[src/rtl/word_stream_tx_if.sv]
// Word-in / byte-out handshake bundle for word_stream_tx.
// The slave side is the serializer; the master side is the word source and UART.
interface word_stream_tx_if #(
    parameter int WORD_BYTES = 4
);
    logic                    in_valid;
    logic [8*WORD_BYTES-1:0] in_word;
    logic                    in_ready;
    logic                    tx_start;
    logic [7:0]              tx_data;
    logic                    tx_busy;

    modport slave (
        input  in_valid, in_word, tx_busy,
        output in_ready, tx_start, tx_data
    );

    modport master (
        output in_valid, in_word, tx_busy,
        input  in_ready, tx_start, tx_data
    );
endinterface

[src/rtl/word_stream_tx.sv]
// Serializes a captured word into a framed byte stream for a UART transmitter.
// Frame: optional sync byte, data bytes in configured order, optional XOR checksum.
//
// state     | meaning
// IDLE      | waiting for a word; in_ready high from the second IDLE cycle on
// LOAD      | captured word compared against last-sent word; skip or start frame
// START     | tx_start high for one cycle with tx_data valid
// WAIT_ACK  | waiting for tx_busy to rise
// WAIT_DONE | waiting for tx_busy to fall; advance index or finish frame
module word_stream_tx #(
    parameter int         WORD_BYTES  = 4,
    parameter bit         MSB_FIRST   = 1'b1,
    parameter bit         SYNC_EN     = 1'b1,
    parameter logic [7:0] SYNC_BYTE   = 8'hA5,
    parameter bit         CHK_EN      = 1'b1,
    parameter bit         SKIP_REPEAT = 1'b1
) (
    input  logic            sysclk,
    input  logic            rst_n,
    word_stream_tx_if.slave bus,
    output logic            frame_done,
    output logic [7:0]      skip_cnt
);
    localparam int         WORD_W    = 8 * WORD_BYTES;
    localparam int         SYNC_N    = SYNC_EN ? 1 : 0;
    localparam int         CHK_N     = CHK_EN ? 1 : 0;
    localparam int         FRAME_LEN = SYNC_N + WORD_BYTES + CHK_N;
    localparam logic [3:0] LAST_IDX  = 4'(FRAME_LEN - 1);
    localparam logic [3:0] WB_L      = 4'(WORD_BYTES);

    typedef enum logic [2:0] {
        IDLE,
        LOAD,
        START,
        WAIT_ACK,
        WAIT_DONE
    } state_t;

    state_t              state_q;
    logic [WORD_W-1:0]   hold_q;
    logic [WORD_W-1:0]   last_q;
    logic                last_vld_q;
    logic                in_ready_q;
    logic                tx_start_q;
    logic [7:0]          tx_data_q;
    logic                frame_done_q;
    logic [7:0]          skip_cnt_q;
    logic [3:0]          idx_q;

    logic [3:0]          idx_d;
    logic [3:0]          data_idx;
    logic [3:0]          byte_pos;
    logic [WORD_W-1:0]   shifted;
    logic [7:0]          chk;
    logic [7:0]          sel_byte;

    // Index of the byte about to be launched: 0 out of LOAD, next one out of WAIT_DONE.
    assign idx_d    = (state_q == WAIT_DONE) ? idx_q + 4'd1 : 4'd0;
    assign data_idx = idx_d - 4'(SYNC_N);
    assign byte_pos = MSB_FIRST ? (WB_L - 4'd1 - data_idx) : data_idx;
    assign shifted  = hold_q >> {byte_pos, 3'b000};

    always_comb begin
        chk = 8'h00;
        for (int i = 0; i < WORD_BYTES; i++) begin
            chk = chk ^ hold_q[8*i +: 8];
        end
    end

    always_comb begin
        sel_byte = chk;
        if (SYNC_EN && idx_d == 4'd0) begin
            sel_byte = SYNC_BYTE;
        end else if (data_idx < WB_L) begin
            sel_byte = shifted[7:0];
        end
    end

    always_ff @(posedge sysclk or negedge rst_n) begin
        if (!rst_n) begin
            state_q      <= IDLE;
            hold_q       <= '0;
            last_q       <= '0;
            last_vld_q   <= 1'b0;
            in_ready_q   <= 1'b0;
            tx_start_q   <= 1'b0;
            tx_data_q    <= 8'h00;
            frame_done_q <= 1'b0;
            skip_cnt_q   <= 8'h00;
            idx_q        <= 4'd0;
        end else begin
            tx_start_q   <= 1'b0;
            frame_done_q <= 1'b0;
            case (state_q)
                IDLE: begin
                    // in_ready stays low for the first IDLE cycle so a new transfer
                    // can never coincide with frame_done or a skip return.
                    if (in_ready_q && bus.in_valid) begin
                        hold_q     <= bus.in_word;
                        in_ready_q <= 1'b0;
                        state_q    <= LOAD;
                    end else begin
                        in_ready_q <= 1'b1;
                    end
                end
                LOAD: begin
                    if (SKIP_REPEAT && last_vld_q && hold_q == last_q) begin
                        if (skip_cnt_q != 8'hFF) begin
                            skip_cnt_q <= skip_cnt_q + 8'd1;
                        end
                        state_q <= IDLE;
                    end else begin
                        idx_q      <= idx_d;
                        tx_data_q  <= sel_byte;
                        tx_start_q <= 1'b1;
                        state_q    <= START;
                    end
                end
                START: begin
                    state_q <= WAIT_ACK;
                end
                WAIT_ACK: begin
                    if (bus.tx_busy) begin
                        state_q <= WAIT_DONE;
                    end
                end
                WAIT_DONE: begin
                    if (!bus.tx_busy) begin
                        if (idx_q == LAST_IDX) begin
                            frame_done_q <= 1'b1;
                            last_q       <= hold_q;
                            last_vld_q   <= 1'b1;
                            state_q      <= IDLE;
                        end else begin
                            idx_q      <= idx_d;
                            tx_data_q  <= sel_byte;
                            tx_start_q <= 1'b1;
                            state_q    <= START;
                        end
                    end
                end
                default: begin
                    state_q <= IDLE;
                end
            endcase
        end
    end

    assign bus.in_ready = in_ready_q;
    assign bus.tx_start = tx_start_q;
    assign bus.tx_data  = tx_data_q;
    assign frame_done   = frame_done_q;
    assign skip_cnt     = skip_cnt_q;
endmodule

[src/flat_wrapper.sv]
// flat-port wrapper written by rule: the top's interface ports become plain ports
module word_stream_tx_flat 
#(
    parameter int         WORD_BYTES  = 4,
    parameter bit         MSB_FIRST   = 1'b1,
    parameter bit         SYNC_EN     = 1'b1,
    parameter logic [7:0] SYNC_BYTE   = 8'hA5,
    parameter bit         CHK_EN      = 1'b1,
    parameter bit         SKIP_REPEAT = 1'b1
)
  (sysclk, rst_n, frame_done, skip_cnt, bus_in_valid, bus_in_word, bus_tx_busy, bus_in_ready, bus_tx_start, bus_tx_data);
  word_stream_tx_if #(.WORD_BYTES(WORD_BYTES)) bus_i ();
  input  logic sysclk;
  input  logic rst_n;
  output logic frame_done;
  output logic [7:0] skip_cnt;
  input wire logic [$bits(bus_i.in_valid)-1:0] bus_in_valid;
  input wire logic [$bits(bus_i.in_word)-1:0] bus_in_word;
  input wire logic [$bits(bus_i.tx_busy)-1:0] bus_tx_busy;
  output wire logic [$bits(bus_i.in_ready)-1:0] bus_in_ready;
  output wire logic [$bits(bus_i.tx_start)-1:0] bus_tx_start;
  output wire logic [$bits(bus_i.tx_data)-1:0] bus_tx_data;
  assign bus_i.in_valid = bus_in_valid;
  assign bus_i.in_word = bus_in_word;
  assign bus_i.tx_busy = bus_tx_busy;
  assign bus_in_ready = bus_i.in_ready;
  assign bus_tx_start = bus_i.tx_start;
  assign bus_tx_data = bus_i.tx_data;
  word_stream_tx #(.WORD_BYTES(WORD_BYTES), .MSB_FIRST(MSB_FIRST), .SYNC_EN(SYNC_EN), .SYNC_BYTE(SYNC_BYTE), .CHK_EN(CHK_EN), .SKIP_REPEAT(SKIP_REPEAT)) u_core (.sysclk(sysclk), .rst_n(rst_n), .bus(bus_i), .frame_done(frame_done), .skip_cnt(skip_cnt));
endmodule
[config.mk]
export PLATFORM = sky130hd
export DESIGN_NAME = word_stream_tx_flat
export DESIGN_NICKNAME = d
export VERILOG_FILES = /design/src/rtl/word_stream_tx_if.sv /design/src/rtl/word_stream_tx.sv /design/src/flat_wrapper.sv
export SDC_FILE = /design/constraint.sdc
export NUM_CORES = 1
export LEC_CHECK = 0
export CAP_MARGIN = 10
export CORE_MARGIN = 3
export CORE_UTILIZATION = 45
export CTS_BUF_LIST = sky130_fd_sc_hd__clkbuf_4 sky130_fd_sc_hd__clkbuf_8
export CTS_CLUSTER_DIAMETER = 150
export DETAILED_ROUTE_END_ITERATION = 12
export PLACE_DENSITY = 0.72
export SETUP_SLACK_MARGIN = 0.5
export SYNTH_ARGS = -nofsm -noshare
export SYNTH_HDL_FRONTEND = slang
export SYNTH_SLANG_ARGS = --single-unit
[constraint.sdc]
create_clock -name sysclk -period 3.08 [get_ports sysclk]
set_input_delay 0.616 -clock sysclk [delete_from_list [all_inputs] [get_ports sysclk]]
set_output_delay 0.616 -clock sysclk [all_outputs]
set_load 0.02 [all_outputs]
==> impl_results.md, run 1 <==
* Cell count after synthesis at 345
* Worst flop-to-flop path startpoint: u_core.state_q[1]
* Minimum clock period at 2630 ps
* DRC at 0
* First-pass GRT wire length at 14.4 mm
* Crit path capture type: register
* Initial antenna violation count at 0
* Site row count at 36
* # setup viols final at 0
* Post-route design area at 5600 µm²
* Area leader, netlist: dfrtp_1
* Vias in the first global route at 2850
* Synth warn at 0
* Slew Viols, Final at 0
* Placed insts at 523
* Distinct cells, synth at 43
* Input/output buffers at 54
* Leak pwr at 2.48 nW
* Register-to-register setup slack at roughly 450 ps
* Hpwl dp at 6.10 mm
* Sequential element share of the synthesized area at 49.7%
* Placed cell areas at around 5300 µm²
* Final WL at 8.66 mm
* Hold bufs inserted after CTS at 0
* IR drop worst, VDD at 0.000481 V
* Initial Util at 46.6%
* Setup CP Type: reg -> reg
* Worst path required time at 3320 ps
* Fin cells at 550
* Area growth, synth to finish at 22.4%
* WL/cell at 15.8 µm
* Worst Path Arrival at 2870 ps
* Critical Path Fanout Max at 8
* Setup_tns at 0 ps
* Iter 0 DRT Violations at 104
* Placer congestion estimate at roughly 0.8
* Antenna Nets Post-Route at 0
* Yosys reg bits at 91
* Post-synth EDFFs at 0
* Via Count at 2864
* Clock sink total at 91
* Fmax at 0.380 GHz
* Root Buffer: clkbuf_8
* Die W at 107 µm
* Grt ovf at 0
* Relative slew slack at 45.6%
* # IOs at 55
* Total GRT Usage at around 16%
* PD cells at 817 nW/µm²
* Mean area per synthesized cell at 13.3 µm²
* Setup crit start kind: register
* Setup Skew at 9.48 ps
* Clock Latency Late Sink at 350 ps
* # diodes at 0
* Largest net degree at the start of global routing at 51
* Fraction of layout cells with a size suffix above 1 at 29.5%
* Total Nets Final at 454
* Final period util at 85.5%
* Ys flop type: dfrtp_1
* Worst R2R End: u_core.bus.tx_data[0]
* Vias per inst at 5.21
* Die extent in y at about 110 µm
* Asr flop ratio synth at 100%
* Post-Syn Area at 4580 µm²
* RSZ-0062 raised after global routing: yes
* DRT Pass-1 Iters at 4
* R2R depth at 9
* Least-Margin Pin Slew at approximately 820 ps
* CTS tree: yes
* Filler cell count in the final layout at 817
* Final worst slack at 446 ps
* Fin. Hold Viols at 0
* Synthesized Nets at 386
* TritonCTS Buffers at 9
* Run status: finished clean
* Core area at 9820 µm²
* Maximum root-to-sink buffer count at 2
* Hold WC Path Type: in -> async
* CTS H-tree depth at 3
* Max-cap violations at 0
* Clock transition at the registers of the reported paths at 80 ps
* Die area at 11400 µm²
* Leading post-synthesis cells by cell area: dfrtp_1 50%, mux2_2 15%, xor2_1 6.5%, xnor2_1 6.1%, mux4_2 3.0%
* Top cell type's share of synthesized area at about half
* Worst slack, placed at 219 ps
routing by layer:
layer | vias up | track usage [%] | part of all wire, %
met5 | - | 0 | 0
met4 | 0 | 5.57 | 1.4
met3 | 13 | 2.83 | 3.9
met2 | 62 | 25.3 | 47
met1 | 1435 | 22.5 | 48
li1 | 1354 | - | -
worst max path at each step:
stage,depth (start not counted),to,start,slack (ps)
after floorplan,12,u_core.bus.tx_data[0],u_core.state_q[0],270
after global placement,9,u_core.bus.tx_data[2],u_core.state_q[0],310
after detailed placement,9,u_core.bus.tx_data[0],u_core.state_q[0],220
after CTS,9,u_core.bus.tx_data[0],u_core.state_q[1],450
after global routing,9,u_core.bus.tx_data[7],u_core.state_q[1],370
final,9,u_core.bus.tx_data[0],u_core.state_q[1],450
report_power, final:
group	total (W)	internal [W]	switching, W	leakage (nW)
clock network	0.000876	0.000472	0.000404	0.108
registers	0.00192	0.00148	0.000435	1.17
logic	0.00179	0.00102	0.000761	1.20
total	0.00458	0.00298	0.00160	2.48
cell usage in the layout, fill, tap and decap left out, types with 3 or more instances in the layout:
cell type and count:
dfrtp_1 90, nand3_1 6, mux2_1 4, a21oi_1 6, a211o_1 4, xnor2_1 31, inv_1 3, mux4_2 6
clkdlybuf4s50_1 53, ha_1 3, nand2_1 6, xor2_1 34, nor3_1 3, nor2_1 19, clkbuf_8 10, mux2_4 7
nor3_4 3, nand4_1 4, nor4_1 7, and3_1 4, o21ai_0 3, mux2_2 63, buf_4 15
worst max-delay path, stage by stage (launching register included):
cell and delay [ps]:
dfrtp_1 380, or3b_4 430, or2_4 260, ha_4 170, nor3_4 160, nor2_1 60, ha_2 300, and4bb_4 220
a211o_1 270, mux2_4 260
kinds of logic after synthesis:
family,after synthesis,synth area share [%]
DFF,91,49.7
muxes,84,23.3
xor gates and xnor gates,66,12.6
and+or+nand+nor,64,8.14
AOI/OAI and AO/OA,19,2.76
buffers and inverters,16,2.05
adders and majority gates,5,1.37
cells in the mapped netlist (3+ instances only):
cell type,instances
dfrtp_1,91
nand2_1,6
clkbuf_1,4
mux2_2,63
o21ai_0,3
mux2_4,7
nor4_1,7
and3_1,4
nand4_1,4
mux4_2,6
xor2_1,34
inv_1,3
mux2_1,4
a211o_1,4
xnor2_1,32
buf_4,4
ha_1,5
nor3_1,3
a21oi_1,7
nand3_1,6
nor2_1,19
state kept, by name (all words and copies together), names as in the netlist:
register and flops:
u_core.last_q 32, u_core.bus.tx_start 1, u_core.last_vld_q 1, u_core.bus.tx_data 8
u_core.bus.in_ready 1, u_core.state_q 3, u_core.frame_done 1, u_core.hold_q 32
u_core.idx_q 4, u_core.skip_cnt 8
cell type report:
cell class              instances  area (µm²)  area share (%)
repair buffers                 70         674            12.0
well taps                     133         166            2.97
flip-flops and latches         91        2280            40.7
multi-input cells             238        2260            40.3
inverters                       3        11.3           0.201
clock inverters                 5        77.6            1.38
clock buffers                  10         138            2.46
stage by stage:
step | hold slack [ps] | utilization (%) | total power (W)
detailed placement | 464 | 53.6 | 0.00366
global route | 275 | 57.1 | 0.00487
global placement | 454 | 53.6 | 0.00361
floorplan | 320 | - | 0.00317
CTS | 260 | 56.5 | 0.00459
finish | 244 | 57.1 | 0.00458
repair_timing:
item	4_1_cts	5_1_grt
resized for setup	5	3
setup endpoints to repair	8	12
pin swaps	1	2
setup buffers	7	5
Note: power is estimated with default switching activity, not from simulation.
==> inputs of run 2 (changes only) <==
==> constraint.sdc (replaced) <==
create_clock -name sysclk -period 3.08 [get_ports sysclk]
set_input_delay 0.616 -clock sysclk [delete_from_list [all_inputs] [get_ports sysclk]]
set_output_delay 0.616 -clock sysclk [all_outputs]
set_load 0.05 [all_outputs]
==> results of run 2 <==
Same layout as run 1 (identical final DEF). Status: finished clean.
Main changes from that run: total power 0.00458 W -> 0.00468 W
